**config.mk**
```make
export PLATFORM = sky130hd
export DESIGN_NAME = instr_fetch
export DESIGN_NICKNAME = d
export VERILOG_FILES = /design/src/rtl/instr_fetch.sv
export SDC_FILE = /design/constraint.sdc
export NUM_CORES = 1
export LEC_CHECK = 0
export CAP_MARGIN = 20
export CORE_MARGIN = 2
export CORE_UTILIZATION = 47
export CTS_CLUSTER_DIAMETER = 150
export DETAILED_ROUTE_END_ITERATION = 7
export PLACE_DENSITY = 0.84
export SLEW_MARGIN = 20
export SYNTH_ARGS = -nofsm -noshare
export SYNTH_HDL_FRONTEND = slang
export SYNTH_SLANG_ARGS = --single-unit
```
**constraint.sdc**
```tcl
create_clock -name clk -period 2.8 [get_ports clk]
set_input_delay 0.56 -clock clk [delete_from_list [all_inputs] [get_ports clk]]
set_output_delay 0.56 -clock clk [all_outputs]
set_load 0.05 [all_outputs]
```
**src/rtl/instr_fetch.sv**
```systemverilog
// instr_fetch: fetch stage; drives 1-cycle-latency RAM (ram_read_address/ram_dout), 2-entry prefetch queue to decode (out_valid/out_ready/out_instr/out_pc), redirect via redirect_valid/redirect_pc
module instr_fetch #(
  parameter int ADDR_WIDTH = 9,
  parameter int DATA_WIDTH = 16,
  parameter logic [ADDR_WIDTH-1:0] RESET_PC = '0
) (
  input  logic                  clk,
  input  logic                  reset,
  output logic [ADDR_WIDTH-1:0] ram_read_address,
  input  logic [DATA_WIDTH-1:0] ram_dout,
  input  logic                  redirect_valid,
  input  logic [ADDR_WIDTH-1:0] redirect_pc,
  output logic                  out_valid,
  input  logic                  out_ready,
  output logic [DATA_WIDTH-1:0] out_instr,
  output logic [ADDR_WIDTH-1:0] out_pc
);
  logic [ADDR_WIDTH-1:0] fetch_pc_q, fetch_pc_d, inflight_pc_q, inflight_pc_d;
  logic [ADDR_WIDTH-1:0] pc0_q, pc0_d, pc1_q, pc1_d;
  logic [DATA_WIDTH-1:0] instr0_q, instr0_d, instr1_q, instr1_d;
  logic [1:0] count_q, count_d, lvl;
  logic inflight_q, inflight_d, pop, push, issue;
  logic [2:0] occ;
  assign out_valid = (count_q != 2'd0) & ~redirect_valid;
  assign out_instr = instr0_q;
  assign out_pc = pc0_q;
  assign pop = out_valid & out_ready;
  assign push = inflight_q & ~redirect_valid;
  assign occ = {1'b0, count_q} + {2'b0, inflight_q} - {2'b0, pop};
  assign issue = ~reset & (redirect_valid | (occ < 3'd2));
  assign ram_read_address = redirect_valid ? redirect_pc : fetch_pc_q;
  assign lvl = count_q - {1'b0, pop};
  always_comb begin
    inflight_d = issue;
    inflight_pc_d = issue ? ram_read_address : inflight_pc_q;
    fetch_pc_d = issue ? ram_read_address + 1'b1 : fetch_pc_q;
    pc0_d = (push && lvl == 2'd0) ? inflight_pc_q : pop ? pc1_q : pc0_q;
    instr0_d = (push && lvl == 2'd0) ? ram_dout : pop ? instr1_q : instr0_q;
    pc1_d = (push && lvl == 2'd1) ? inflight_pc_q : pc1_q;
    instr1_d = (push && lvl == 2'd1) ? ram_dout : instr1_q;
    count_d = redirect_valid ? 2'd0 : lvl + {1'b0, push};
  end
  always_ff @(posedge clk) begin
    if (reset) begin
      fetch_pc_q <= RESET_PC;
      inflight_q <= 1'b0;
      inflight_pc_q <= '0;
      count_q <= 2'd0;
      pc0_q <= '0;
      instr0_q <= '0;
      pc1_q <= '0;
      instr1_q <= '0;
    end else begin
      fetch_pc_q <= fetch_pc_d;
      inflight_q <= inflight_d;
      inflight_pc_q <= inflight_pc_d;
      count_q <= count_d;
      pc0_q <= pc0_d;
      instr0_q <= instr0_d;
      pc1_q <= pc1_d;
      instr1_q <= instr1_d;
    end
  end
  no_overflow: assert property (@(posedge clk) disable iff (reset) !(push && count_q == 2'd2 && !pop));
endmodule
```
==> results of run 1 <==
## area by class of cell
class | count | area (um^2) | area share
multi-input combinational | 233 | 1650 | 0.385
sequential | 71 | 1420 | 0.331
tap | 96 | 120 | 0.0280
timing repair buffer | 83 | 826 | 0.193
inverter | 15 | 56.3 | 0.0131
clock inverter | 5 | 82.6 | 0.0193
clock buffer | 11 | 131 | 0.0306
## per-layer routing
| metal | wire length, um | up-vias | share of wire | global-route usage |
|---|---|---|---|---|
| met5 | 0 | - | 0 | 0 |
| met4 | 87 | 0 | 0.012 | 0.0741 |
| met3 | 491 | 11 | 0.065 | 0.0603 |
| met2 | 3590 | 99 | 0.48 | 0.340 |
| met1 | 3350 | 1344 | 0.45 | 0.268 |
| li1 | - | 1334 | - | - |
## worst max-delay path, stage by stage
cell and delay (ps):
sky130_fd_sc_hd__clkdlybuf4s50_1 460, sky130_fd_sc_hd__o21ba_2 170, sky130_fd_sc_hd__nand2_2 70, sky130_fd_sc_hd__inv_1 60
sky130_fd_sc_hd__ha_1 270, sky130_fd_sc_hd__nor2_1 50, sky130_fd_sc_hd__fa_1 370, sky130_fd_sc_hd__xor2_1 330
sky130_fd_sc_hd__a211oi_4 110, sky130_fd_sc_hd__buf_4 200, sky130_fd_sc_hd__a22o_1 230
## stage by stage
step           hold slack, ps  cell area, um^2  std cells
3_3_place_gp              456             4080        498
3_5_place_dp              461             4080        498
5_1_grt                   489             4290        514
6_report                  467             4290        514
2_1_floorplan             421             3300        345
4_1_cts                   471             4290        514
## state kept, by name, summed over array words and instances, names as in the netlist
signal	flops
count_q	2
out_instr	16
fetch_pc_q	9
out_pc	9
inflight_pc_q	9
pc1_q	9
inflight_q	1
instr1_q	16
## cells in the final DEF (no fill, tap or decap), drive strengths merged, types with 12 or more instances in the layout
master,Yosys,routed
dfxtp,71,71
nor2,53,53
clkdlybuf4s50,0,52
nand2,42,42
mux2i,32,32
buf,16,31
nand3,26,26
a311oi,25,25
inv,15,15
o21ai,12,12
## power breakdown
part           leakage (nW)  internal, mW  switching, mW
registers             0.582          1.10         0.0637
logic                 0.902         0.277          0.429
clock network         0.107         0.504          0.377
## worst max path at each step
stage                             to  depth (start not counted)      startpoint
global placement    inflight_pc_q[1]                         11  redirect_valid
floorplan              fetch_pc_q[7]                         13  redirect_valid
detailed placement     fetch_pc_q[4]                         11  redirect_valid
CTS                    fetch_pc_q[7]                         11  redirect_valid
finish              inflight_pc_q[1]                         11  redirect_valid
global route           fetch_pc_q[7]                         11  redirect_valid
## kinds of logic (layout without fill, tap and decap cells)
logic type,count (synthesis),in the layout,share of synthesized area
buffers and inverters,41,114,0.0670
flip-flops,71,71,0.433
AO/OA/AOI/OAI,52,52,0.171
XOR/XNOR,7,7,0.0210
multiplexers,34,34,0.104
AND/OR/NAND/NOR,135,135,0.183
adder cells (fa/ha/maj),5,5,0.0213
==> results.txt, run 1 <==
----------------------------------------------------
[Synthesis]
  Count of flip-flops with a built-in enable after synthesis ... 0
  Sequential fraction of the synthesis area ... 0.433
  Share of flip-flops with an asynchronous set or reset ... 0
  Warnings, synthesis ... 0
  Synthesized cell area ... between 3000 and 4000 um^2
  Number of register bits inferred by synthesis ... 71
  Cell types occupying the most area after synthesis ... sky130_fd_sc_hd__dfxtp_1, sky130_fd_sc_hd__a311oi_2, sky130_fd_sc_hd__mux2i_1
  Area share of the leading cell type in the synthesized netlist ... 0.433
  Post-Synthesis Mean Instance Area ... 9.52 um^2
  Dominant cell by count in the synthesized netlist ... sky130_fd_sc_hd__dfxtp_1
  Count of unique library cells instantiated by Yosys ... 36
  Net count after synthesis ... approximately 380
  Post-Synthesis Cells ... ~350
  Most frequent cells after synthesis ... sky130_fd_sc_hd__dfxtp_1, sky130_fd_sc_hd__nor2_1, sky130_fd_sc_hd__nand2_1
  Top FF cell, synth ... sky130_fd_sc_hd__dfxtp_1
  Cell type with the highest aggregate area in the netlist ... sky130_fd_sc_hd__dfxtp_1

[Clocking]
  CTS Root Cell ... sky130_fd_sc_hd__clkbuf_8
  Total clock sinks ... 71
  Clock transition at the registers of the reported paths ... 70 ps
  Setup repair bufs after CTS ... 0
  Number of buffers inserted by hold repair at cts ... 0
  H-tree levels ... 3
  TritonCTS clock tree ... yes
  Clock network latency to the later pin of the worst-skew pair ... 350 ps
  Post-CTS resize count ... 0
  CTS max path bufs ... 2
  Cts bufs inserted ... 9

[STA]
  Setup violators final ... 0
  Share of the clock period used by the worst path after layout ... 0.949
  Setup Skew ... 9.06 ps
  Crit path setup slack, layout ... about 140 ps
  Total count of max-transition violations in the final report ... 0
  Slew at the pin closest to its max-slew limit ... roughly 560 ps
  Time the worst path needs with I/O delays and setup ... about 2700 ps
  Number of hold violations in the final report ... 0
  Worst slew margin ... 0.624
  Post-Route Setup TNS ... 0 ps
  RSZ-0062 raised after global routing ... no
  Maximum frequency from static timing analysis ... ~380 MHz

[Worst setup path]
  Crit-path max FO ... 11
  Setup slack of the most critical reg-to-reg path ... 380 ps
  Arrival time of the worst setup path ... just under 3000 ps
  Critical R2R Launch ... count_q[1]
  Data required, critical path ... 3030 ps
  Setup crit end kind ... register
  Worst-case reg-to-reg path depth ... 10
  Capturing point of the worst reg2reg path ... inflight_pc_q[1]
  Crit start category ... primary input
  CP Class ... primary input to register

[Routing]
  Iteration-0 DRC count of the detailed router ... about 170
  Antenna-violating nets left ... 0
  Total DRC errors in the routed layout ... 0
  Routed WL ... 7520 um
  Avg Vias per Cell ... 5.42
  Wirelength per Cell ... between 10 and 15 um
  Total via count after detailed routing ... about 2800
  DRT Pass-1 Iters ... 4

[Pwr]
  Leakage ... about 1.6 nW
  Power per Cell Area ... 641 nW/um^2
  Max VDD drop ... between 0.0004 and 0.0005 V
  Power after layout ... ~2.7 mW

[Min path]
  Worst-case hold path end point ... inflight_pc_q[3]
  Class of the worst hold path ... register to register
  Number of cells traversed by the worst hold path ... 2
  Startpoint of the worst hold path ... inflight_pc_q[3]

[Final layout]
  Fraction of layout instances using a drive strength above 1 ... 0.194
  Antenna diode instance count ... 0
  Count of filler cells inserted in the layout ... around 560
  Share of the core filled with cells in the final layout ... 0.631
  Number of nets at the end of the flow ... between 400 and 500
  Layout area overhead ... 30.6%

[Placement]
  Half-perimeter wire length of the detailed placement result ... about 5100 um
  Worst setup timing slack at the placement stage ... -212 ps
  Buffers added on ports ... between 60 and 70
  Routability-driven placement congestion ratio ... approximately 0.84

[GRT]
  Number of global-route vias before repair ... 2719
  Initial antenna violation count ... 0
  Largest net degree at the start of global routing ... between 50 and 60
  Total grt overflow ... 0
  Wire length of the first global-routing pass ... between 10000 and 15000 um
  GRT Resource Usage Total ... 0.210

[Floorplan]
  Ports ... 64
  Floorplan die height ... 87.6 um
  Effective utilization at floorplan ... 0.483
  Die width ... between 80 and 90 um
  Placeable core region ... 6790 um^2
  Total die area ... about 7700 um^2
  Row cnt ... 30

[Status]
  Result of the run ... finished, final reports clean

[Flow run]
  Reported max-cap violation count ... 0

----------------------------------------------------
Note: power is estimated with default switching activity, not from simulation.
==> run 2: changes to the inputs <==
--- a/config.mk
+++ b/config.mk
@@ -6,10 +6,10 @@
 export NUM_CORES = 1
 export LEC_CHECK = 0
 export CAP_MARGIN = 20
-export CORE_MARGIN = 2
 export CORE_UTILIZATION = 47
 export CTS_CLUSTER_DIAMETER = 150
 export DETAILED_ROUTE_END_ITERATION = 7
+export GPL_ROUTABILITY_DRIVEN = 0
 export PLACE_DENSITY = 0.84
 export SLEW_MARGIN = 20
 export SYNTH_ARGS = -nofsm -noshare
==> run 2 against run 1 <==
Clock skew is 3.7 ps higher. Die area is 4.5% lower. Non-clock buffer count is 1 higher. Critical path type unchanged. Critical endpoint is now fetch_pc_q[8]. Largest cell class unchanged.
==> results.txt, run 2 (synthesis gave the netlist of run 1 again) <==
----------------------------------------------------
[Floorplan]
  Effective utilization at floorplan ... 0.486
  Placeable core region ... ~6800 um^2
  Ports ... 64
  Die width ... approximately 86 um
  Total die area ... around 7300 um^2
  Row cnt ... 30
  Floorplan die height ... around 86 um

[Worst setup path]
  Setup crit end kind ... register
  Crit start category ... primary input
  Data required, critical path ... a little over 3000 ps
  Crit-path max FO ... 7
  Setup slack of the most critical reg-to-reg path ... ~370 ps
  Arrival time of the worst setup path ... slightly below 3000 ps
  CP Class ... primary input to register

[STA]
  Number of hold violations in the final report ... 0
  Worst slew margin ... 0.549
  Setup Skew ... 12.8 ps
  Total count of max-transition violations in the final report ... 0
  Slew at the pin closest to its max-slew limit ... approximately 680 ps
  Share of the clock period used by the worst path after layout ... 0.961
  Maximum frequency from static timing analysis ... about 370 MHz
  Crit path setup slack, layout ... between 100 and 150 ps
  Setup violators final ... 0
  RSZ-0062 raised after global routing ... no
  Time the worst path needs with I/O delays and setup ... between 2000 and 3000 ps
  Final worst hold slack ... 469 ps

[GRT]
  GRT Resource Usage Total ... 0.212
  Total grt overflow ... 0
  Number of global-route vias before repair ... around 2600
  Wire length of the first global-routing pass ... roughly 12000 um
  Largest net degree at the start of global routing ... 53
  Initial antenna violation count ... 0

[Pwr]
  Leakage ... 1.60 nW
  Power after layout ... between 2 and 3 mW
  Max VDD drop ... roughly 0.00029 V
  Power per Cell Area ... 652 nW/um^2

[Clocking]
  Number of buffers inserted by hold repair at cts ... 0
  H-tree levels ... 3
  Clock network latency to the later pin of the worst-skew pair ... 350 ps
  Total clock sinks ... 71
  TritonCTS clock tree ... yes
  CTS Root Cell ... sky130_fd_sc_hd__clkbuf_8
  Setup repair bufs after CTS ... 0
  Post-CTS resize count ... 0
  Clock transition at the registers of the reported paths ... 80 ps
  Cts bufs inserted ... 9
  CTS max path bufs ... 2

[Final layout]
  FF/Latch Area ... between 1000 and 1500 um^2
  Count of filler cells inserted in the layout ... 557
  Commonest non-fill, non-tap cell in the layout ... sky130_fd_sc_hd__dfxtp_1
  Commonest cells after routing, fill and taps aside ... sky130_fd_sc_hd__dfxtp_1, sky130_fd_sc_hd__nor2_1, sky130_fd_sc_hd__clkdlybuf4s50_1, sky130_fd_sc_hd__nand2_1, sky130_fd_sc_hd__mux2i_1
  Fraction of layout instances using a drive strength above 1 ... 0.200
  Non-Filler Instances ... around 500
  Antenna diode instance count ... 0
  Layout area overhead ... 30.7%
  Multi-input logic area ... around 1700 um^2
  Number of nets at the end of the flow ... between 400 and 500

[Routing]
  Wirelength per Cell ... ~15 um
  Total DRC errors in the routed layout ... 0
  DRT Pass-1 Iters ... 4
  Antenna-violating nets left ... 0
  Avg Vias per Cell ... roughly 5.5
  Total via count after detailed routing ... between 2000 and 3000
  Routed WL ... approximately 7500 um
  Iteration-0 DRC count of the detailed router ... 231

[Placement]
  Half-perimeter wire length of the detailed placement result ... between 4000 and 5000 um
  Worst setup timing slack at the placement stage ... -225 ps
  Cell count after placement ... 483
  Buffers added on ports ... 63

[Flow run]
  Reported max-cap violation count ... 0

[Min path]
  Class of the worst hold path ... register to register

[Status]
  Result of the run ... finished, final reports clean

----------------------------------------------------
[run 2: final cells by class]
cell class	count	area share
clock buffers	11	0.0353
clock inverters	5	0.0186
multi-input cells	233	0.385
well taps	80	0.0233
inverters	15	0.0131
flip-flops and latches	71	0.331
repair buffers	84	0.194
[run 2: metrics by stage]
step | util | setup TNS, ps | area (um^2)
2_1_floorplan | - | 0 | 3300
3_3_place_gp | 0.601 | -2670 | 4060
3_5_place_dp | 0.601 | -5520 | 4060
4_1_cts | 0.636 | 0 | 4290
5_1_grt | 0.636 | 0 | 4290
6_report | 0.636 | 0 | 4290
[run 2: power breakdown]
part	internal, mW	switching (mW)	total (mW)
clock network	0.549	0.384	0.933
logic	0.277	0.430	0.708
registers	1.10	0.0602	1.16
[run 2: worst max-delay path, cell delays in order]
cell and delay (ps):
sky130_fd_sc_hd__clkdlybuf4s50_1 470, sky130_fd_sc_hd__o21ba_2 170, sky130_fd_sc_hd__nand2_2 70, sky130_fd_sc_hd__inv_1 60, sky130_fd_sc_hd__ha_1 280, sky130_fd_sc_hd__nor2_1 50
sky130_fd_sc_hd__fa_1 380, sky130_fd_sc_hd__xor2_1 320, sky130_fd_sc_hd__a21oi_2 120, sky130_fd_sc_hd__buf_4 180, sky130_fd_sc_hd__o31ai_1 260
[run 2: path summary, 6_finish.rpt]
path                          from          endpoint  cells past startpoint
setup / recovery    redirect_valid     fetch_pc_q[8]                     11
hold / removal    inflight_pc_q[2]  inflight_pc_q[2]                      2
setup reg to reg        count_q[1]     fetch_pc_q[8]                     10
hold reg to reg   inflight_pc_q[2]  inflight_pc_q[2]                      2
[run 2: metal layers]
layer,vias up,global-route usage,share of wire
met1,1303,0.269,0.45
met3,14,0.0414,0.046
met5,-,0,0
met4,0,0.0894,0.017
li1,1343,-,-
met2,84,0.354,0.48
